File: src/rtl/param_lifo_stack.sv
// param_lifo_stack: parametrised LIFO stack with handshake, registered pop response and sticky errors
// Optional macro: PARAM_LIFO_STACK_HWM_EN enables high-water-mark tracking on hwm (else hwm is 0).
// Ports: clk/rst_n (async active-low) | push, pop, wdata, flush, err_clr in
//        ready, rdata, rdata_valid, count, empty, full, overflow, underflow, hwm out
module param_lifo_stack #(
   parameter  int DATA_W = 8,
   parameter  int DEPTH  = 32,
   localparam int PTR_W  = $clog2(DEPTH)
) (
   input  logic              clk,
   input  logic              rst_n,
   input  logic              push,
   input  logic              pop,
   input  logic [DATA_W-1:0] wdata,
   input  logic              flush,
   input  logic              err_clr,
   output logic              ready,
   output logic [DATA_W-1:0] rdata,
   output logic              rdata_valid,
   output logic [PTR_W:0]    count,
   output logic              empty,
   output logic              full,
   output logic              overflow,
   output logic              underflow,
   output logic [PTR_W:0]    hwm
);
   localparam logic [0:0] S_IDLE = 1'b0;
   localparam logic [0:0] S_RESP = 1'b1;
   logic [DATA_W-1:0] r_mem [DEPTH];
   logic [0:0]        r_state;
   logic [PTR_W:0]    r_count;
   logic              r_ovf, r_udf;
   logic              w_cmd, w_empty, w_full;
   logic              w_push_ok, w_pop_ok, w_repl, w_push_empty, w_ovf, w_udf, w_wr;
   logic [PTR_W-1:0]  w_top, w_waddr;
   assign w_empty      = r_count == '0;
   assign w_full       = r_count == (PTR_W+1)'(DEPTH);
   // commands are only honoured in IDLE and are dropped by flush
   assign w_cmd        = (r_state == S_IDLE) & ~flush;
   assign w_push_ok    = w_cmd & push & ~pop & ~w_full;
   assign w_ovf        = w_cmd & push & ~pop & w_full;
   assign w_pop_ok     = w_cmd & pop & ~push & ~w_empty;
   assign w_repl       = w_cmd & push & pop & ~w_empty;
   assign w_push_empty = w_cmd & push & pop & w_empty;
   assign w_udf        = w_cmd & pop & w_empty;
   assign w_top        = r_count[PTR_W-1:0] - 1'b1;
   assign w_waddr      = w_repl ? w_top : r_count[PTR_W-1:0];
   // gate with rst_n so no write lands on an edge while reset is held
   assign w_wr         = rst_n & (w_push_ok | w_push_empty | w_repl);
   always_ff @(posedge clk)
      if (w_wr) r_mem[w_waddr] <= wdata;
   always_ff @(posedge clk or negedge rst_n)
      if (!rst_n) begin
         r_state <= S_IDLE;
         r_count <= '0;
         rdata   <= '0;
         r_ovf   <= 1'b0;
         r_udf   <= 1'b0;
      end else begin
         r_state <= flush ? S_IDLE : (w_pop_ok | w_repl) ? S_RESP : S_IDLE;
         r_count <= flush ? '0 : (w_push_ok | w_push_empty) ? r_count + 1'b1 :
                    w_pop_ok ? r_count - 1'b1 : r_count;
         if (w_pop_ok | w_repl) rdata <= r_mem[w_top];
         r_ovf   <= w_ovf | (r_ovf & ~err_clr);
         r_udf   <= w_udf | (r_udf & ~err_clr);
      end
`ifdef PARAM_LIFO_STACK_HWM_EN
   logic [PTR_W:0] r_hwm;
   always_ff @(posedge clk or negedge rst_n)
      if (!rst_n) r_hwm <= '0;
      else        r_hwm <= err_clr ? r_count : (r_count > r_hwm) ? r_count : r_hwm;
   assign hwm = r_hwm;
`else
   assign hwm = '0;
`endif
   assign ready       = r_state == S_IDLE;
   assign rdata_valid = r_state == S_RESP;
   assign count       = r_count;
   assign empty       = w_empty;
   assign full        = w_full;
   assign overflow    = r_ovf;
   assign underflow   = r_udf;
endmodule

File: config.mk
export PLATFORM = sky130hd
export DESIGN_NAME = param_lifo_stack
export DESIGN_NICKNAME = d
export VERILOG_FILES = /design/src/rtl/param_lifo_stack.sv
export SDC_FILE = /design/constraint.sdc
export NUM_CORES = 1
export LEC_CHECK = 0
export ABC_AREA = 0
export ABC_CLOCK_PERIOD_IN_PS = 4690
export CAP_MARGIN = 10
export CORE_MARGIN = 1
export CORE_UTILIZATION = 51
export DETAILED_ROUTE_END_ITERATION = 7
export GPL_ROUTABILITY_DRIVEN = 0
export GPL_TIMING_DRIVEN = 0
export HOLD_SLACK_MARGIN = 0.06
export PLACE_DENSITY_LB_ADDON = 0.05
export REMOVE_ABC_BUFFERS = 1
export SLEW_MARGIN = 20
export SYNTH_ARGS = -nofsm -noshare
export SYNTH_HDL_FRONTEND = slang
export SYNTH_SLANG_ARGS = --single-unit
File: constraint.sdc
create_clock -name clk -period 4.69 [get_ports clk]
set_clock_uncertainty 0.15 [all_clocks]
set_input_delay 0.938 -clock clk [delete_from_list [all_inputs] [get_ports clk]]
set_output_delay 0.938 -clock clk [all_outputs]
set_load 0.01 [all_outputs]
Word-level counts from Yosys, hierarchy flattened. Memories as Yosys holds them, arrays and structs flattened. A register that Yosys moved wholly into a read port is not among the register bits. Cells that the tools add are included.

Add/subtract/negate cells: 3. Eq/ne operators: 1. Mux-type cells: 8. Bitwise operators: 27. Reductions and logical operators: 3.

Operator list (number): 2-to-1 mux 6 bit (3); AND 1 bit (15); NOT 1 bit (7); adder 6 x 1 -> 6 bit, second input constant (1); equality test 6 bit, second input constant (1); logical NOT 6 bit (1); subtractor 6 x 1 -> 6 bit, second input constant (1); 2-to-1 mux 5 bit (1); bitwise OR 1 bit (5); subtractor 5 x 1 -> 5 bit, second input constant (1); 2-to-1 mux 1 bit (4); nonzero test 3 bit (1); logical NOT 1 bit (1).

Register bits: 9. RAM bits: 256. Bits of input ports: 14. Output and inout port bits: 26. Logic and storage cells: 47. Memories kept: 1.

Memories: r_mem (depth 32, bits a word 8, rd ports 1, clocked after Yosys merged registers in 1, write ports 1, line 29) `logic [DATA_W-1:0] r_mem [DEPTH];`.

Depth between registers and ports, before layout.
Depth after elaboration: 10. Depth in mapped cells: 15. Gate-level depth less buffers: 11.

Worst setup path after synthesis. OpenSTA, ideal clock, no wires.

Kind: flip-flop to flip-flop. Start: reg r_count[0] (netlist: count[0]). End: mem r_mem[0][0], enable pin. Setup time: 0.383 ns. Arrival time: 3.231 ns. Required time: 4.157 ns. Path slack: 0.926 ns. Cell stages (with the launch flop): 12. Buffers on the path: 4. Clock period less this slack: 3.764 ns. Path through: dfrtp_1 buf_2 buf_2 buf_2 inv_1 ha_1 or4b_4 buf_6 o21ai_1 a21o_1 or4_4 nor3_1.

Longest elaborated chain between the ends: 8. Elaborated cells between the ends (all ways): 14. Classes of those cells: 1 x add/sub; 1 x eq/ne; 3 x mux; 8 x bitwise; 1 x reduce/logical.

RTL lines: start: declaration (line 31) `logic [PTR_W:0] r_count;`; start signal: assignment (line 61) `r_count <= flush ? '0 : (w_push_ok | w_push_empty) ? r_count + 1'b1 :`; equality test 6 bit (line 37) `assign w_full = r_count == (PTR_W+1)'(DEPTH);`; NOT 1 bit (line 40) `assign w_push_ok = w_cmd & push & ~pop & ~w_full;`; AND 1 bit (line 40); bitwise OR 1 bit (2 in series) (line 49) `assign w_wr = rst_n & (w_push_ok | w_push_empty | w_repl);`; AND 1 bit (line 49); 2-to-1 mux 1 bit (line 51) `if (w_wr) r_mem[w_waddr] <= wdata;`; 2-to-1 mux 1 bit (implied by the code) (line 51); end: declaration (line 29).

Several ways; a longest one is shown, not always the timed one.

Worst setup path after layout.
Start: in flush. End: mem r_mem[13][5], enable pin.

Longest elaborated chain between the ends: 10. Elaborated cells between the ends (all ways): 14. Classes of those cells: 3 x mux; 11 x bitwise.

RTL lines: start: declaration (line 15) `input logic flush,`; NOT 1 bit * (line 39) `assign w_cmd = (r_state == S_IDLE) & ~flush;`; AND 1 bit * (line 39); AND 1 bit * (line 40, 43, 44); AND 1 bit, on equally long branches (line 40, 43, 44); AND 1 bit, on equally long branches (line 40, 44); bitwise OR 1 bit (2 in series) (line 49); AND 1 bit (line 49); 2-to-1 mux 1 bit (line 51); 2-to-1 mux 1 bit (implied by the code) (line 51).

Mark *: on every way between the ends. The rest lies on a longest branch, timed or not.

==> flow_summary.toml <==
[layout]
seq_area_sq_um = 8120
layout_common_cells = "edfxtp_1 (256), mux4_2 (64), nor2_1 (31)"
drive_gt1_share_pct = 23.5
fin_nets = 642
fillCellCount = 1625
final_common_cell = "edfxtp_1"
antenna_cells = 0
final_area_sq_um = 12800
multi_input_area_sq_um = 3020
area_growth_pct = 13.6

[critical_path]
worstPathArrival_ns = 4.50
cp-start-kind = "primary input"
cp_max_fo = 11
critical_path_required_ns = 4.69
cp-end-kind = "register"
regToRegSetupSlack_ns = 0.53
worst-setup-path-type = "in -> reg"

[synthesis]
ys_seq_area_share_pct = 72.0
synth.avg_cell_area_sq_um = 19.2
synthCells = 586
ys.warnings.count = 0
synth_cell_types = 53
synth_edf_count = 256
netlist_area_sq_um = 11300
synth_ff_type = "edfxtp_1"
ys_async_sr_fraction_pct = 6.23
synth_seq_cells = 273

[route]
via_count = 5555
via_per_inst = 6.02
drt.antenna.violating_nets = 0
first_pass_iters = 4
drc = 0
routedWlPerCell_um = 25.3
drtIter0Drc = 367
wl_um = 23300

[power]
p_leak_nw = 4.11
peakVddDrop_uv = 327
p_switching_mw = 2.64
p_comb_share_pct = 37.6
switching_share_pct = 32.3
powerDensity_nw_per_um2 = 639
clkPwrFrac_pct = 26.6
seqPwrFrac_pct = 35.7
p_int_mw = 5.54

[status]
outcome = "completed"

[clock_network]
cts_tree = "built"
cts_root_buffer = "clkbuf_16"
cts.htree.levels = 1
cts_resized = 0
cts_buffers = 28
clk_pin_slew_ns = 0.06
hold_buffers = 0
post-cts-setup-buffers = 0
cts_num_sinks = 273
clkLatencyLatePin_ns = 0.53
cts_buffer_depth = 3

[sta]
fmax_mhz = 222
finalMaxSlewViolations = 0
period_share_pct = 95.9
report.final.setup_viol = 0
fin_crit_ns = 4.50
timing.setup.tns_ns = 0
worst-slew-pin-transition_ns = 0.935
hold_violations = 0
rsz0062_at_grt = "no"
relSlewSlack_pct = 36.8

[placement]
place_area_sq_um = 11900
numPortBuffers = 33
hpwl_um = 14500

[grt]
grt_use_met3_pct = 3.33
use_met2_pct = 35.5
grt_util_met1_pct = 30.9
grt_overflow = 0
grt_use_total_pct = 21.8
grt_max_degree = 40
antenna_found_initial = 0
grt_pass1_wl_um = 35300
grt_pass1_vias = 5699
busiest_layer = "met2"

[die]
io_pins = 40
coreArea_sq_um = 21800
row_count = 54
start_util_pct = 51.8
die_w_um = 151
die_area_sq_um = 22700
die_h_um = 151

[run]
cap_violations = 0

[hold_path]
hp-class = "reg -> reg"
==> synth_stat cells (3+ instances only) <==
| library cell | n | area, sq um |
|---|---|---|
| nor2_1 | 31 | 116 |
| buf_2 | 17 | 85.1 |
| nor3b_1 | 4 | 30.0 |
| a21oi_1 | 7 | 35.0 |
| inv_1 | 11 | 41.3 |
| xor2_1 | 4 | 35.0 |
| dfrtp_1 | 17 | 425 |
| or3_1 | 3 | 18.8 |
| ha_1 | 5 | 62.6 |
| nand2_1 | 7 | 26.3 |
| clkbuf_1 | 9 | 33.8 |
| o22ai_1 | 9 | 56.3 |
| o21ai_0 | 12 | 60.1 |
| buf_4 | 6 | 45.0 |
| mux4_2 | 64 | 1440 |
| nor3_1 | 5 | 25.0 |
| a211oi_1 | 11 | 82.6 |
| mux2_2 | 17 | 191 |
| mux2i_1 | 25 | 250 |
| nand2b_1 | 7 | 43.8 |
| a21o_1 | 3 | 22.5 |
| xnor2_1 | 5 | 43.8 |
| edfxtp_1 | 256 | 7690 |
| nand4_1 | 3 | 18.8 |
| nand3_1 | 12 | 60.1 |
==> metal layers <==
layer | wire (um) | part of all wire [%]
met1 | 10100 | 43
met2 | 11700 | 50
met3 | 1110 | 4.8
met4 | 432 | 1.9
met5 | 0 | 0
==> power groups by stage <==
stage | clock [mW] | combinational [mW] | sequential (mW)
global placement | 0 | 2.95 | 3.13
detailed placement | 0 | 3.12 | 2.98
global route | 2.30 | 3.30 | 2.94
CTS | 2.21 | 3.13 | 2.93
finish | 2.18 | 3.08 | 2.93
floorplan | 0 | 1.99 | 3.05
==> final cells by class <==
cell class	instances	area share (%)
clock inverters	18	1.32
inverters	11	0.322
multi-input cells	272	23.6
repair buffers	36	2.91
well taps	280	2.73
clock buffers	32	5.75
flip-flops and latches	273	63.4
==> path summary, 6_finish.rpt <==
kind,cells past startpoint,end,startpoint
min reg2reg,1,underflow,underflow
min,1,underflow,underflow
max,6,r_mem[13][5],flush
min in group asynchronous,1,count[0],rst_n
max in group asynchronous,1,count[0],rst_n
max reg2reg,7,r_mem[2][6],count[0]
==> worst max-delay path, stage by stage <==
cell             delay (ns)
clkdlybuf4s50_1        0.63
nor4bb_2               0.92
o21ai_1                0.33
a211oi_1               0.40
nand3_1                0.44
nor2_1                 0.84
==> registers in the layout (all words and copies together), names as in the netlist <==
register and count:
count 6, r_mem 256, rdata 8, rdata_valid 1
overflow 1, underflow 1
==> metrics by stage <==
stage          utilization, %  setup slack, ns  hold WS [ns]  power, mW  std cells
5_1_grt                  58.9           0.0171         0.379       8.55        922
3_3_place_gp             54.2            -5.17         0.334       6.07        869
2_1_floorplan               -            -2.06         0.381       5.04        556
6_report                 58.9            0.192         0.371       8.19        922
4_1_cts                  58.9            0.275         0.365       8.27        922
3_5_place_dp             54.8           -0.232         0.351       6.10        872
==> kinds of logic after synthesis <==
logic type | count (synthesis) | synth area share (%)
DFF | 273 | 72.0
muxes | 106 | 16.7
adders and majority gates | 6 | 0.732
other | 1 | 0.0333
xor gates and xnor gates | 11 | 0.988
and+or+nand+nor | 83 | 3.92
buffers and inverters | 46 | 2.05
AOI/OAI and AO/OA | 60 | 3.62
Power figures use the tool's default switching activity.
